$ cat src/rtl/fft_pkg.sv
// ---------------------------------------------------------------------------
// fft_pkg
// Shared constants and types for the FFT peak detector.
//   DATA_W  : width of the signed real/imag samples from the FFT core
//   N_POINT : FFT frame length in beats
//   BIN_W   : bin index width, log2(N_POINT)
//   MAG_W   : width of the unsigned power value re^2 + im^2
//   state_e : frame-tracking FSM states
// ---------------------------------------------------------------------------
package fft_pkg;

   localparam int unsigned DATA_W  = 16;
   localparam int unsigned N_POINT = 512;
   localparam int unsigned BIN_W   = 9;
   localparam int unsigned MAG_W   = 2 * DATA_W;

   typedef enum logic [1:0] {
      StIdle,
      StRun,
      StFlush,
      StReport
   } state_e;

endpackage

$ cat src/rtl/fft_mag_sq.sv
// ---------------------------------------------------------------------------
// fft_mag_sq
// Pipeline that computes the power of one complex FFT beat.
//   S1 registers the sample and its sideband (first-of-frame, bin, in_range).
//   S2 registers the signed squares re*re and im*im.
//   The S2 outputs drive a combinational sum; the consumer registers its
//   result on the same edge, which forms the third stage.
// Ports:
//   i_clk, i_rst_n             : clock, synchronous active-low reset
//   i_valid                    : beat enters the pipeline
//   i_first, i_bin, i_in_range : sideband carried with the beat
//   i_re, i_im                 : signed sample
//   o_valid, o_first, o_bin, o_in_range : sideband aligned with o_sum
//   o_sum                      : re^2 + im^2, unsigned, 2*DATA_W bits
// ---------------------------------------------------------------------------
module fft_mag_sq #(
   parameter int unsigned DATA_W = fft_pkg::DATA_W,
   parameter int unsigned BIN_W  = fft_pkg::BIN_W
) (
   input  logic                       i_clk,
   input  logic                       i_rst_n,
   input  logic                       i_valid,
   input  logic                       i_first,
   input  logic                       i_in_range,
   input  logic [BIN_W-1:0]           i_bin,
   input  logic signed [DATA_W-1:0]   i_re,
   input  logic signed [DATA_W-1:0]   i_im,
   output logic                       o_valid,
   output logic                       o_first,
   output logic                       o_in_range,
   output logic [BIN_W-1:0]           o_bin,
   output logic [2*DATA_W-1:0]        o_sum
);

   // Stage 1 registers
   logic                       r_s1_valid;
   logic                       r_s1_first;
   logic                       r_s1_in_range;
   logic [BIN_W-1:0]           r_s1_bin;
   logic signed [DATA_W-1:0]   r_s1_re;
   logic signed [DATA_W-1:0]   r_s1_im;

   // Stage 2 registers
   logic                       r_s2_valid;
   logic                       r_s2_first;
   logic                       r_s2_in_range;
   logic [BIN_W-1:0]           r_s2_bin;
   logic signed [2*DATA_W-1:0] r_s2_sq_re;
   logic signed [2*DATA_W-1:0] r_s2_sq_im;

   logic signed [2*DATA_W-1:0] w_sq_re;
   logic signed [2*DATA_W-1:0] w_sq_im;

   // Operands are sign-extended to the full product width before multiplying.
   assign w_sq_re = r_s1_re * r_s1_re;
   assign w_sq_im = r_s1_im * r_s1_im;

   // Valid flags are the only state that reset must clear.
   always_ff @(posedge i_clk) begin
      if (!i_rst_n) begin
         r_s1_valid <= 1'b0;
         r_s2_valid <= 1'b0;
      end else begin
         r_s1_valid <= i_valid;
         r_s2_valid <= r_s1_valid;
      end
   end

   always_ff @(posedge i_clk) begin
      if (i_valid) begin
         r_s1_first    <= i_first;
         r_s1_in_range <= i_in_range;
         r_s1_bin      <= i_bin;
         r_s1_re       <= i_re;
         r_s1_im       <= i_im;
      end
   end

   always_ff @(posedge i_clk) begin
      if (r_s1_valid) begin
         r_s2_first    <= r_s1_first;
         r_s2_in_range <= r_s1_in_range;
         r_s2_bin      <= r_s1_bin;
         r_s2_sq_re    <= w_sq_re;
         r_s2_sq_im    <= w_sq_im;
      end
   end

   // Each square is at most 2^(2*DATA_W-2), so the sum fits without overflow.
   assign o_sum      = $unsigned(r_s2_sq_re) + $unsigned(r_s2_sq_im);
   assign o_valid    = r_s2_valid;
   assign o_first    = r_s2_first;
   assign o_in_range = r_s2_in_range;
   assign o_bin      = r_s2_bin;

endmodule

$ cat src/rtl/fft_peak_detect.sv
// ---------------------------------------------------------------------------
// fft_peak_detect
// Sink for the FFT core output stream. Tags each accepted beat with its bin,
// computes its power, tracks the strongest in-range bin and reports it once
// per well-formed frame. Malformed frames raise a one-cycle frame_err pulse.
// Ports:
//   i_clk, i_rst_n                  : clock, synchronous active-low reset
//   i_fft_out_valid/sop/eop         : stream control from the FFT core
//   i_fft_out_real, i_fft_out_imag  : signed sample
//   o_fft_out_ready                 : sink ready to the FFT core
//   o_peak_bin, o_peak_mag          : last reported peak, held
//   o_peak_valid                    : one-cycle pulse when the peak updates
//   o_frame_err                     : one-cycle pulse on a malformed frame
// ---------------------------------------------------------------------------
module fft_peak_detect
   import fft_pkg::*;
#(
   parameter int unsigned DATA_W      = fft_pkg::DATA_W,
   parameter int unsigned N_POINT     = fft_pkg::N_POINT,
   parameter int unsigned BIN_W       = fft_pkg::BIN_W,
   parameter int unsigned SEARCH_HALF = 1,
   parameter int unsigned SKIP_DC     = 1
) (
   input  logic                       i_clk,
   input  logic                       i_rst_n,
   input  logic                       i_fft_out_valid,
   input  logic                       i_fft_out_sop,
   input  logic                       i_fft_out_eop,
   input  logic signed [DATA_W-1:0]   i_fft_out_real,
   input  logic signed [DATA_W-1:0]   i_fft_out_imag,
   output logic                       o_fft_out_ready,
   output logic [BIN_W-1:0]           o_peak_bin,
   output logic [2*DATA_W-1:0]        o_peak_mag,
   output logic                       o_peak_valid,
   output logic                       o_frame_err
);

   localparam int unsigned      MagW       = 2 * DATA_W;
   localparam logic [BIN_W-1:0] LastBin    = BIN_W'(N_POINT - 1);
   localparam logic [BIN_W-1:0] HalfBin    = BIN_W'(N_POINT / 2);
   localparam bit               SearchHalf = (SEARCH_HALF != 0);
   localparam bit               SkipDc     = (SKIP_DC != 0);
   // Edges spent in FLUSH: the last beat clears the pipeline two edges after
   // acceptance; the extra edges align the report five edges after eop.
   localparam logic [1:0]       FlushLast  = 2'd3;

   state_e           r_state;
   state_e           w_state_d;
   logic [BIN_W-1:0] r_bin_cnt;
   logic [BIN_W-1:0] w_bin_cnt_d;
   logic [1:0]       r_flush_cnt;
   logic [1:0]       w_flush_cnt_d;
   logic             r_ready;
   logic             r_peak_valid;
   logic             r_frame_err;
   logic [BIN_W-1:0] r_peak_bin;
   logic [MagW-1:0]  r_peak_mag;
   logic [BIN_W-1:0] r_best_bin;
   logic [MagW-1:0]  r_best_mag;

   logic             w_accept;
   logic             w_frame_err_d;
   logic             w_report;
   logic             w_pipe_valid;
   logic             w_pipe_first;
   logic [BIN_W-1:0] w_pipe_bin;
   logic             w_pipe_in_range;

   logic             w_sq_valid;
   logic             w_sq_first;
   logic             w_sq_in_range;
   logic [BIN_W-1:0] w_sq_bin;
   logic [MagW-1:0]  w_sq_sum;
   logic [BIN_W-1:0] w_base_bin;
   logic [MagW-1:0]  w_base_mag;
   logic             w_take;

   assign w_accept = i_fft_out_valid && r_ready;

   // ------------------------------------------------------------------------
   // Frame FSM: next state, beat tagging and error detection
   // ------------------------------------------------------------------------
   always_comb begin
      w_state_d     = r_state;
      w_bin_cnt_d   = r_bin_cnt;
      w_flush_cnt_d = r_flush_cnt;
      w_frame_err_d = 1'b0;
      w_report      = 1'b0;
      w_pipe_valid  = 1'b0;
      w_pipe_first  = 1'b0;
      w_pipe_bin    = r_bin_cnt;

      unique case (r_state)
         StIdle: begin
            // Beats outside a frame are dropped until a sop arrives.
            if (w_accept && i_fft_out_sop) begin
               w_pipe_valid = 1'b1;
               w_pipe_first = 1'b1;
               w_pipe_bin   = '0;
               w_bin_cnt_d  = BIN_W'(1);
               w_state_d    = StRun;
            end
         end
         StRun: begin
            if (w_accept) begin
               w_pipe_valid = 1'b1;
               if (i_fft_out_sop) begin
                  // Unexpected sop: flag it and restart the frame on this beat.
                  w_frame_err_d = 1'b1;
                  w_pipe_first  = 1'b1;
                  w_pipe_bin    = '0;
                  w_bin_cnt_d   = BIN_W'(1);
               end else begin
                  w_pipe_bin  = r_bin_cnt;
                  w_bin_cnt_d = r_bin_cnt + 1'b1;
                  if (i_fft_out_eop) begin
                     if (r_bin_cnt == LastBin) begin
                        w_flush_cnt_d = '0;
                        w_state_d     = StFlush;
                     end else begin
                        w_frame_err_d = 1'b1;
                        w_state_d     = StIdle;
                     end
                  end else if (r_bin_cnt == LastBin) begin
                     w_frame_err_d = 1'b1;
                     w_state_d     = StIdle;
                  end
               end
            end
         end
         StFlush: begin
            if (r_flush_cnt == FlushLast) begin
               w_state_d = StReport;
            end else begin
               w_flush_cnt_d = r_flush_cnt + 1'b1;
            end
         end
         StReport: begin
            w_report  = 1'b1;
            w_state_d = StIdle;
         end
         default: begin
            w_state_d = StIdle;
         end
      endcase
   end

   assign w_pipe_in_range = (!SearchHalf || (w_pipe_bin < HalfBin)) &&
                            (!SkipDc || (w_pipe_bin != '0));

   always_ff @(posedge i_clk) begin
      if (!i_rst_n) begin
         r_state      <= StIdle;
         r_bin_cnt    <= '0;
         r_flush_cnt  <= '0;
         r_ready      <= 1'b0;
         r_peak_valid <= 1'b0;
         r_frame_err  <= 1'b0;
         r_peak_bin   <= '0;
         r_peak_mag   <= '0;
      end else begin
         r_state      <= w_state_d;
         r_bin_cnt    <= w_bin_cnt_d;
         r_flush_cnt  <= w_flush_cnt_d;
         // Ready is registered from the next state so it is glitch-free.
         r_ready      <= (w_state_d == StIdle) || (w_state_d == StRun);
         r_peak_valid <= w_report;
         r_frame_err  <= w_frame_err_d;
         if (w_report) begin
            r_peak_bin <= r_best_bin;
            r_peak_mag <= r_best_mag;
         end
      end
   end

   // ------------------------------------------------------------------------
   // Power pipeline
   // ------------------------------------------------------------------------
   fft_mag_sq #(
      .DATA_W (DATA_W),
      .BIN_W  (BIN_W)
   ) u_mag_sq (
      .i_clk      (i_clk),
      .i_rst_n    (i_rst_n),
      .i_valid    (w_pipe_valid),
      .i_first    (w_pipe_first),
      .i_in_range (w_pipe_in_range),
      .i_bin      (w_pipe_bin),
      .i_re       (i_fft_out_real),
      .i_im       (i_fft_out_imag),
      .o_valid    (w_sq_valid),
      .o_first    (w_sq_first),
      .o_in_range (w_sq_in_range),
      .o_bin      (w_sq_bin),
      .o_sum      (w_sq_sum)
   );

   // ------------------------------------------------------------------------
   // Running maximum. The max is cleared when the frame's first beat reaches
   // this stage rather than when it is accepted, so beats of an aborted frame
   // still in flight cannot leak into the new frame.
   // ------------------------------------------------------------------------
   assign w_base_mag = w_sq_first ? '0 : r_best_mag;
   assign w_base_bin = w_sq_first ? '0 : r_best_bin;
   // Strict compare keeps the lowest bin on ties.
   assign w_take     = w_sq_in_range && (w_sq_sum > w_base_mag);

   always_ff @(posedge i_clk) begin
      if (!i_rst_n) begin
         r_best_mag <= '0;
         r_best_bin <= '0;
      end else if (w_sq_valid) begin
         r_best_mag <= w_take ? w_sq_sum : w_base_mag;
         r_best_bin <= w_take ? w_sq_bin : w_base_bin;
      end
   end

   assign o_fft_out_ready = r_ready;
   assign o_peak_bin      = r_peak_bin;
   assign o_peak_mag      = r_peak_mag;
   assign o_peak_valid    = r_peak_valid;
   assign o_frame_err     = r_frame_err;

endmodule

$ cat config.mk
export PLATFORM = sky130hd
export DESIGN_NAME = fft_peak_detect
export DESIGN_NICKNAME = d
export VERILOG_FILES = /design/src/rtl/fft_pkg.sv /design/src/rtl/fft_mag_sq.sv /design/src/rtl/fft_peak_detect.sv
export SDC_FILE = /design/constraint.sdc
export NUM_CORES = 2
export LEC_CHECK = 0
export BUFFER_PORTS_ARGS = -buffer_cell sky130_fd_sc_hd__buf_2
export CAP_MARGIN = 30
export CORE_ASPECT_RATIO = 1.75
export CORE_MARGIN = 2
export CORE_UTILIZATION = 60
export CTS_BUF_LIST = sky130_fd_sc_hd__clkbuf_2 sky130_fd_sc_hd__clkbuf_4 sky130_fd_sc_hd__clkbuf_8
export DETAILED_ROUTE_END_ITERATION = 12
export PLACE_DENSITY = 0.85
export SYNTH_ARGS = -nofsm -noshare
export SYNTH_HDL_FRONTEND = slang
export SYNTH_SLANG_ARGS = --single-unit
$ cat constraint.sdc
create_clock -name i_clk -period 6.1 [get_ports i_clk]
set_clock_uncertainty 0.05 [all_clocks]
set_input_delay 1.22 -clock i_clk [delete_from_list [all_inputs] [get_ports i_clk]]
set_output_delay 1.22 -clock i_clk [all_outputs]
set_load 0.005 [all_outputs]
==> impl_metrics.py <==
metrics = {
    "placement": {
        "postPlaceCellArea_um2": 29980,
        "detailedPlacementHpwl_mm": 55.33,
        "input_output_buffers": 80,
        "gp_routability_congestion": 0.9429,
    },
    "global_routing": {
        "globalRouteTotalUtil": 0.2889,
        "antenna_found_initial": 1,
        "overflow": 0,
        "grt_max_degree": 75,
        "first_pass_grt_wire_length_mm": 110.0,
        "vias_in_the_first_global_route": 23260,
    },
    "die": {
        "placementRows": 103,
        "die_height_um": 287.3,
        "ioPinCount": 81,
        "initial_standard_cell_utilization_of_the_core": 0.6084,
        "fp.dieArea_um2": 47670,
        "chipWidth_um": 165.9,
        "fp.coreArea_um2": 45230,
    },
    "cts": {
        "clock_tree.buffer_depth": 3,
        "cell_at_the_root_of_the_clock_tree": "sky130_fd_sc_hd__clkbuf_8",
        "h_tree_depth": 2,
        "clk_transition_reported_paths_ns": 0.07,
        "latest_clock_arrival_within_the_worst_skew_pair_ns": 0.61,
        "clock_sinks": 216,
        "tritoncts.num_buffers": 34,
        "holdBufCountCts": 0,
        "tritoncts_clock_tree": "built",
    },
    "synthesis": {
        "synth_enable_flop_cells": 116,
        "async_flop_share": 0,
        "synth-main-ff-cell": "sky130_fd_sc_hd__edfxtp_1",
        "fraction_of_the_yosys_area_taken_by_sequential_cells": 0.1993,
        "synth.lib_cells_used.distinct": 63,
        "syn_inst": 2846,
        "synth.yosys.warnings": 0,
        "synth.net_count": 3597,
        "mappedNetlistArea_um2": 27520,
        "synth_area_per_cell_um2": 9.671,
        "ys_ff_latch": 216,
    },
    "timing": {
        "setup_repair_after_global_routing_missed_its_margin": "yes",
        "final_min_period_over_clock_period": 1.024,
        "final_period_minus_worst_setup_slack_ns": 6.247,
        "setup_viol": 8,
        "hold_viol": 0,
        "setup_ws_ns": -0.1474,
        "tightestPinTransition_ns": 0.9140,
        "timing.max_slew.rel_slack": 0.3906,
        "fmax_mhz": 160.1,
        "number_of_max_slew_violations_in_the_final_report": 0,
    },
    "detailed_routing": {
        "detail_route.wirelength_mm": 68.63,
        "first_pass_iters": 8,
        "first_iter_violations": 1253,
        "vias_per_cell": 5.605,
        "wl_per_cell_um": 18.37,
        "drc": 0,
        "routed_vias": 20950,
        "ant_nets": 0,
    },
    "final_layout": {
        "drive_gt1_frac": 0.1871,
        "num-nets-final": 3885,
        "area_grow_syn2layout_pct": 15.37,
        "final_area_um2": 31750,
    },
    "critical_path": {
        "startpoint": "u_mag_sq.r_s1_re[5]",
        "critical_path.reg2reg.startpoint": "u_mag_sq.r_s1_re[5]",
        "crit_path_end_kind": "flip-flop",
        "cp.arrival_ns": 6.53,
        "required_ns": 6.38,
        "timing_worst_setup_path_type": "flip-flop to flip-flop",
        "startpoint_type": "flip-flop",
        "path_max_fanout": 4,
    },
    "run_status": {
        "violated_checks": "setup timing",
        "status": "complete, but fails checks",
    },
    "min_path": {
        "hold_start": "u_mag_sq.r_s1_bin[0]",
        "holdCritPathClass": "flip-flop to flip-flop",
    },
    "job": {
        "drv_cap": 0,
    },
}
cell type report:
class	count	area (µm²)
fill	3189	13480
inverter	651	2447
timing repair buffer	340	2470
tap	577	721.9
clock buffer	47	578.1
clock inverter	14	85.08
sequential	216	5487
antenna	1	2.502
multi-input combinational	1891	19960
critical path, cell delays in order (launching register included):
cell and delay [ns]:
sky130_fd_sc_hd__edfxtp_1 0.49, sky130_fd_sc_hd__buf_6 0.17, sky130_fd_sc_hd__and2_4 0.13, sky130_fd_sc_hd__fa_1 0.49, sky130_fd_sc_hd__fa_1 0.55, sky130_fd_sc_hd__inv_2 0.04, sky130_fd_sc_hd__fa_1 0.52, sky130_fd_sc_hd__inv_2 0.04
sky130_fd_sc_hd__fa_1 0.49, sky130_fd_sc_hd__fa_1 0.53, sky130_fd_sc_hd__inv_2 0.06, sky130_fd_sc_hd__fa_1 0.49, sky130_fd_sc_hd__inv_2 0.05, sky130_fd_sc_hd__ha_4 0.21, sky130_fd_sc_hd__a2111o_1 0.37, sky130_fd_sc_hd__a211o_1 0.25
sky130_fd_sc_hd__a31o_4 0.22, sky130_fd_sc_hd__a31o_4 0.24, sky130_fd_sc_hd__a21oi_4 0.18, sky130_fd_sc_hd__nor4_4 0.06, sky130_fd_sc_hd__o31ai_2 0.27, sky130_fd_sc_hd__xnor2_1 0.10
cell families after synthesis:
logic type / Yosys count / synth area share
xor gates and xnor gates: 110 / 0.03500
DFF: 216 / 0.1993
muxes: 2 / 0.0007728
and+or+nand+nor: 702 / 0.1207
AOI/OAI and AO/OA: 363 / 0.09047
adders and majority gates: 714 / 0.4525
buffers and inverters: 739 / 0.1012
synthesized netlist by cell type, types with 18 or more instances:
cell / count / area (µm²)
sky130_fd_sc_hd__nand2_1: 307 / 1152
sky130_fd_sc_hd__fa_1: 469 / 9389
sky130_fd_sc_hd__nand2b_1: 44 / 275.3
sky130_fd_sc_hd__dfxtp_1: 100 / 2002
sky130_fd_sc_hd__a21boi_0: 79 / 593.1
sky130_fd_sc_hd__xnor2_1: 86 / 753.2
sky130_fd_sc_hd__ha_1: 245 / 3065
sky130_fd_sc_hd__edfxtp_1: 116 / 3483
sky130_fd_sc_hd__and3_1: 22 / 137.6
sky130_fd_sc_hd__clkbuf_1: 82 / 307.8
sky130_fd_sc_hd__a21oi_1: 79 / 395.4
sky130_fd_sc_hd__o21ai_0: 46 / 230.2
sky130_fd_sc_hd__a21o_1: 45 / 337.8
sky130_fd_sc_hd__nand3_1: 67 / 335.3
sky130_fd_sc_hd__inv_1: 650 / 2440
sky130_fd_sc_hd__and2_1: 100 / 625.6
sky130_fd_sc_hd__nor2_1: 91 / 341.6
sky130_fd_sc_hd__xor2_1: 24 / 210.2
sky130_fd_sc_hd__nor2b_1: 18 / 112.6
per-stage QoR:
step	setup slack, ns	utilization	cells	TNS [ns]	hold slack (ns)
after floorplan	0.001912	-	2846	0	0.3503
after global placement	-0.1047	0.6627	3628	-0.4410	0.3516
after detailed placement	-0.2593	0.6627	3628	-2.127	0.3574
after CTS	-0.1318	0.6897	3725	-0.2762	0.3726
after global routing	-0.2982	0.7020	3737	-2.422	0.3774
final	-0.1474	0.7020	3737	-0.4640	0.3693
worst paths after layout:
kind	endpoint	slack [ns]	depth (start not counted)
hold reg to reg	u_mag_sq.o_bin[0]	0.37	0
setup reg to reg	u_mag_sq.r_s2_sq_re[30]	-0.15	21
setup / recovery	u_mag_sq.r_s2_sq_re[30]	-0.15	21
hold / removal	u_mag_sq.o_bin[0]	0.37	0
registers in the layout (all words and copies together) (netlist names), 9 cells and up:
name and flops:
o_peak_bin 9, o_peak_mag 32, r_best_bin 9, r_best_mag 32, r_bin_cnt 9, u_mag_sq.o_bin 9, u_mag_sq.r_s1_bin 9, u_mag_sq.r_s1_im 16
u_mag_sq.r_s1_re 16, u_mag_sq.r_s2_sq_im 31, u_mag_sq.r_s2_sq_re 31
repair_timing:
item / CTS / global route
endpoints found under the setup margin: 18 / 27
cloned: 0 / 0
resized for setup: 76 / 135
setup buffers: 36 / 14
pin swaps: 42 / 59
cell usage in the layout (no fill, tap or decap), types with 10 or more instances in the layout:
master / n
sky130_fd_sc_hd__o21ai_0: 39
sky130_fd_sc_hd__nand2b_1: 44
sky130_fd_sc_hd__nand2_1: 291
sky130_fd_sc_hd__and3_1: 21
sky130_fd_sc_hd__a21oi_1: 65
sky130_fd_sc_hd__xnor2_1: 86
sky130_fd_sc_hd__fa_2: 28
sky130_fd_sc_hd__buf_2: 80
sky130_fd_sc_hd__clkbuf_4: 11
sky130_fd_sc_hd__and2_4: 14
sky130_fd_sc_hd__inv_2: 29
sky130_fd_sc_hd__and2_1: 86
sky130_fd_sc_hd__inv_1: 621
sky130_fd_sc_hd__edfxtp_1: 116
sky130_fd_sc_hd__nand2_2: 14
sky130_fd_sc_hd__a21oi_2: 13
sky130_fd_sc_hd__ha_4: 17
sky130_fd_sc_hd__a21boi_0: 78
sky130_fd_sc_hd__nor2_2: 10
sky130_fd_sc_hd__nand3_1: 66
sky130_fd_sc_hd__xor2_1: 23
sky130_fd_sc_hd__buf_6: 26
sky130_fd_sc_hd__nor2_1: 79
sky130_fd_sc_hd__nor2b_1: 17
sky130_fd_sc_hd__a21o_1: 45
sky130_fd_sc_hd__fa_1: 441
sky130_fd_sc_hd__buf_4: 232
sky130_fd_sc_hd__clkbuf_8: 36
sky130_fd_sc_hd__o21a_1: 13
sky130_fd_sc_hd__ha_1: 222
sky130_fd_sc_hd__dfxtp_1: 99
routing by layer:
layer / share of wire / GRT usage
met5: 0 / 0
met1: 0.32 / 0.2771
met2: 0.56 / 0.5695
met3: 0.035 / 0.03153
met4: 0.085 / 0.1972
Power is not shown: default switching activity piles up to over one toggle a cycle in this logic, so the estimate is an artifact.
